## src/rtl/mem_access_unit.sv

```systemverilog
// Load/store front-end for the 1 KiB data memory: aligned word accesses,
// read-modify-write for sub-word stores, load extension and alignment checks.
module mem_access_unit (
    input  logic        clk,
    input  logic        rst_n,
    input  logic        req_valid,
    output logic        req_ready,
    input  logic        req_we,
    input  logic [1:0]  req_op,
    input  logic        req_unsigned,
    input  logic [9:0]  req_addr,
    input  logic [31:0] req_wdata,
    output logic        resp_valid,
    output logic [31:0] resp_rdata,
    output logic        resp_err,
    output logic [9:0]  dm_addr,
    output logic [31:0] dm_din,
    output logic        dm_we,
    input  logic [31:0] dm_dout
);

    typedef enum logic [1:0] {
        IDLE  = 2'd0,
        READ  = 2'd1,
        WRITE = 2'd2,
        DONE  = 2'd3
    } state_t;

    localparam logic [1:0] OP_BYTE = 2'b00;
    localparam logic [1:0] OP_HALF = 2'b01;
    localparam logic [1:0] OP_WORD = 2'b10;
    localparam logic [1:0] OP_ILL  = 2'b11;

    state_t      state;
    logic        we_q;
    logic [1:0]  op_q;
    logic        uns_q;
    logic [9:0]  addr_q;
    logic [31:0] wdata_q;
    logic [31:0] word_q;
    logic [31:0] rdata_q;
    logic        err_q;

    logic        req_err;
    logic [31:0] merged;

    function automatic logic [31:0] extend_load(
        input logic [31:0] w,
        input logic [1:0]  op,
        input logic        uns,
        input logic [1:0]  lane
    );
        logic [7:0]  b;
        logic [15:0] h;
        b = w[{lane, 3'b000} +: 8];
        h = lane[1] ? w[31:16] : w[15:0];
        case (op)
            OP_BYTE: extend_load = {{24{b[7] & ~uns}}, b};
            OP_HALF: extend_load = {{16{h[15] & ~uns}}, h};
            default: extend_load = w;
        endcase
    endfunction

    always_comb begin
        req_err = (req_op == OP_ILL)
               || (req_op == OP_HALF && req_addr[0])
               || (req_op == OP_WORD && req_addr[1:0] != 2'b00);
    end

    // Sub-word store: replace only the target lane(s) of the word read back.
    always_comb begin
        merged = word_q;
        if (op_q == OP_BYTE)
            merged[{addr_q[1:0], 3'b000} +: 8] = wdata_q[7:0];
        else
            merged[{addr_q[1], 4'b0000} +: 16] = wdata_q[15:0];
    end

    // NOTE: dm_we and the handshake outputs are pure state decodes, so the
    // asynchronous reset drops them immediately and they cannot glitch on inputs.
    assign req_ready  = (state == IDLE);
    assign resp_valid = (state == DONE);
    assign resp_err   = (state == DONE) && err_q;
    assign dm_we      = (state == WRITE);
    assign dm_addr    = {addr_q[9:2], 2'b00};
    assign resp_rdata = rdata_q;

    always_comb begin
        dm_din = '0;
        if (state == WRITE)
            dm_din = (op_q == OP_WORD) ? wdata_q : merged;
    end

    // NOTE: all state updates use non-blocking assignments so every register
    // samples pre-edge values regardless of statement order.
    always_ff @(posedge clk or negedge rst_n) begin
        if (!rst_n) begin
            state   <= IDLE;
            we_q    <= 1'b0;
            op_q    <= OP_BYTE;
            uns_q   <= 1'b0;
            addr_q  <= '0;
            wdata_q <= '0;
            word_q  <= '0;
            rdata_q <= '0;
            err_q   <= 1'b0;
        end else begin
            case (state)
                IDLE: begin
                    if (req_valid) begin
                        we_q    <= req_we;
                        op_q    <= req_op;
                        uns_q   <= req_unsigned;
                        addr_q  <= req_addr;
                        wdata_q <= req_wdata;
                        err_q   <= req_err;
                        if (req_err) begin
                            rdata_q <= '0;
                            state   <= DONE;
                        end else if (req_we && req_op == OP_WORD) begin
                            state <= WRITE;
                        end else begin
                            state <= READ;
                        end
                    end
                end
                READ: begin
                    word_q <= dm_dout;
                    if (we_q) begin
                        state <= WRITE;
                    end else begin
                        rdata_q <= extend_load(dm_dout, op_q, uns_q, addr_q[1:0]);
                        state   <= DONE;
                    end
                end
                WRITE: begin
                    rdata_q <= '0;
                    state   <= DONE;
                end
                default: state <= IDLE;
            endcase
        end
    end

endmodule

```

## config.mk

```make
export PLATFORM = sky130hd
export DESIGN_NAME = mem_access_unit
export DESIGN_NICKNAME = d
export VERILOG_FILES = /design/src/rtl/mem_access_unit.sv
export SDC_FILE = /design/constraint.sdc
export NUM_CORES = 1
export LEC_CHECK = 0
export ABC_AREA = 1
export BUFFER_PORTS_ARGS = -buffer_cell sky130_fd_sc_hd__buf_2
export CELL_PAD_IN_SITES_DETAIL_PLACEMENT = 2
export CELL_PAD_IN_SITES_GLOBAL_PLACEMENT = 2
export CORE_AREA = 5 5 149 151
export CTS_CLUSTER_DIAMETER = 60
export CTS_CLUSTER_SIZE = 10
export DETAILED_ROUTE_END_ITERATION = 8
export DIE_AREA = 0 0 154 156
export PLACE_DENSITY = 0.84
export SETUP_SLACK_MARGIN = 0.5
export SLEW_MARGIN = 25
export SYNTH_ARGS = -nofsm -noshare
export SYNTH_HDL_FRONTEND = slang
export SYNTH_SLANG_ARGS = --single-unit
```

## constraint.sdc

```tcl
create_clock -name clk -period 4.14 [get_ports clk]
set_clock_uncertainty 0.1 [all_clocks]
set_input_delay 0.828 -clock clk [delete_from_list [all_inputs] [get_ports clk]]
set_output_delay 0.828 -clock clk [all_outputs]
set_load 0.02 [all_outputs]
```

==> results by group <==
Layout
  – Nets: ~1,100
  – Fillers: between 2,000 and 3,000
  – Final non-filler cell total: about 1,300
  – Fin area: between 7000 and 8000 um^2
  – Area grow syn2layout: 25.7%
  – Diodes inserted: 0
  – Proportion of layout cells with a drive suffix above 1: between 20% and 30%

STA
  – RSZ-0062 raised after global routing: no
  – Min Hold Slack: between 0.3 and 0.4 ns
  – Fmax: roughly 0.29 GHz
  – Final Hold Fails: 0
  – Setup TNS: 0 ns
  – Endpoints failing setup: 0
  – Final worst path period share: a little over four fifths
  – Tmin final: roughly 3.5 ns
  – Worst Tran Pin Value: 0.915 ns
  – Slew headroom: approximately two fifths
  – Slew Limit Fails: 0

Flow run
  – Max-cap check violation count: 0

CTS
  – CTS root buf: clkbuf_16
  – Clock edge transition at the registers on the reported setup and hold paths: approximately 0.06 ns
  – TritonCTS clock tree: built
  – H-tree levels: 4
  – Clock buffer count from CTS: 17
  – Post-CTS Hold Buffers: 0
  – Clk sinks: approximately 110
  – Clock buffer depth: 2
  – Worst skew pair latency: 0.43 ns

Logic synthesis
  – Register bit total from synthesis: 113
  – Sequential share of the synthesized area: roughly 45%
  – Top post-synthesis cells by area: dfrtp_1, nand2_1, o21ai_0
  – Cells after Synth: between 900 and 1,000
  – Share of the synthesized area in the top cell type: 45.1%
  – Most common cell in the netlist: nand2_1
  – Post-synth top area cell: dfrtp_1
  – Cell variety after synth: 28
  – Top_reg_cell synth: dfrtp_1
  – Async SR Flop Fraction: 100%
  – Yosys Warn Count: 0
  – Post-synth EDFFs: 0
  – Synth Area per Inst: roughly 6.9 um^2
  – List of most frequent post-synthesis cells: nand2_1, dfrtp_1, o21ai_0
  – Mapped Area: between 6000 and 7000 um^2

Pwr
  – Leakage: between 4 and 5 nW
  – Power Dens Cells: between 900 and 1000 nW/um^2
  – Power, Total: around 7.4 mW
  – Max IR drop VDD: roughly 500 uV

GRT
  – Antenna violations before repair: 1
  – GR Util All Layers: a little under a quarter
  – Vias in the first global route: about 7,500
  – Global-route wire length before repair: between 40 and 50 mm
  – Largest net degree at the start of global routing: 67
  – GRT overflow: 0

Setup path
  – Crit path kind: flop to output port
  – CP endpoint kind: output port
  – Crit path buffers/inverters: 4
  – CP max-delay cell: dfrtp_2
  – Peak fanout along the critical path: 12
  – CP Cell Sequence: inv_2 -> ha_1 -> inv_1 -> nor2_1 -> nand2_1 -> inv_1 -> a31oi_1 -> nor3_1 -> buf_2
  – Max stage delay on crit path: between 0.5 and 0.6 ns
  – Arrival time at the worst endpoint: roughly 2.5 ns
  – Most used cell, CP: inv_1
  – Worst Path Required: between 3 and 4 ns
  – Startpoint types: flop
  – CP top delay family: buffers and inverters

Routing
  – Per-cell routed wire length: ~20 um
  – Vias: 6,769
  – DR WL met2: 13.7 mm
  – 1st-iter DRT viols: 378
  – Residual DRC: 0
  – Antenna Violating Nets Remaining: 0
  – Vias per Instance: 5.09
  – Final WL: approximately 27 mm
  – Met3 wire len: between 1 and 1.5 mm
  – DRT met1 WL: between 10 and 15 mm
  – Max Used Layer: met5
  – DRT Pass-1 Iters: 4

Placement
  – Final HPWL DP: around 19 mm
  – Placement-stage cell area: 7230 um^2
  – Final Wtd Congestion: between 0.8 and 0.9
  – DP Cell Count: around 1,300
  – IO buf count: ~160

Die
  – Core Region: roughly 21,000 um^2
  – Chip height: 156 um
  – Die ar.: between 20,000 and 25,000 um^2
  – Num rows: 53
  – Starting Density: about 30%
  – Die width: ~150 um
  – # IOs: roughly 160

Min path
  – Worst min path class: flop to flop

Run status
  – Status: complete, no violations
tightest hold or removal path, stage by stage (launching register included):
cell,delay [ns]
dfrtp_1,0.34
nand2_1,0.05
nand2_1,0.05
flip-flops by register name (all words and copies together) (netlist names):
name / count
wdata_q: 32
word_q: 32
uns_q: 1
state: 2
err_q: 1
resp_rdata: 32
op_q: 2
addr_q: 10
we_q: 1
layout make-up:
type	instances	area, um^2	share of cell area, %
tap	275	344	4.37
timing repair buffer	169	881	11.2
clock buffer	17	425	5.40
sequential	113	2830	35.9
inverter	56	218	2.76
multi-input combinational	684	3010	38.2
clock inverter	15	176	2.24
kinds of logic (layout without fill, tap and decap cells):
family / Yosys count / count (layout) / synth area share (%)
buffers and inverters: 108 / 257 / 7.40
adder cells (fa/ha/maj): 9 / 9 / 1.80
AO/OA/AOI/OAI: 167 / 167 / 14.1
AND/OR/NAND/NOR: 506 / 506 / 31.6
other: 1 / 2 / 0.0598
flip-flops: 113 / 113 / 45.1
cell usage in the layout, fill, tap and decap left out:
cell type	instances
nand2_1	381
buf_2	155
dfrtp_1	112
o21ai_0	99
nor2_1	87
inv_1	50
a21oi_1	47
nand3_1	17
clkbuf_16	17
buf_4	14
ha_1	9
nor3_1	8
o211ai_1	8
clkinvlp_4	6
o22ai_1	6
nand2_2	5
inv_2	4
o221ai_1	3
inv_6	3
clkinv_4	3
inv_8	3
nand2_4	2
a31oi_1	2
nand4_1	2
conb_1	2
bufinv_16	2
a211oi_1	1
nor3_2	1
a21boi_2	1
nor2_8	1
nor2_2	1
nand3_4	1
dfrtp_2	1
path summary, 6_finish.rpt:
check | from | end | slack [ns] | cells after the start
hold / removal | resp_rdata[5] | resp_rdata[5] | 0.37 | 2
setup reg to reg | state[1] | resp_rdata[7] | 1.56 | 10
max in group asynchronous | rst_n | resp_rdata[26] | 2.59 | 2
hold reg to reg | resp_rdata[5] | resp_rdata[5] | 0.37 | 2
setup / recovery | addr_q[0] | dm_din[22] | 0.67 | 9
min in group asynchronous | rst_n | addr_q[8] | 0.41 | 1
routing by layer:
| metal | GRT usage [%] | vias to the layer above |
|---|---|---|
| met1 | 27.5 | 3414 |
| met2 | 39.5 | 169 |
| met4 | 9.29 | 2 |
| met5 | 0 | - |
| met3 | 4.41 | 55 |
| li1 | - | 3129 |
metrics by stage:
step | util, % | worst slack [ns]
2_1_floorplan | - | 1.13
4_1_cts | 37.9 | 0.475
3_5_place_dp | 35.0 | 0.822
3_3_place_gp | 35.0 | 0.949
5_1_grt | 38.1 | 0.505
6_report | 38.1 | 0.671
where the power goes:
group	switching (mW)	internal, mW
clock	0.634	0.905
combinational	2.67	1.07
sequential	0.465	1.63
what timing repair did:
item	in CTS	in global routing
resized for setup	3	7
setup endpoints to repair	16	25
setup buffers	0	2
cloned	0	0
Power figures use the tool's default switching activity.
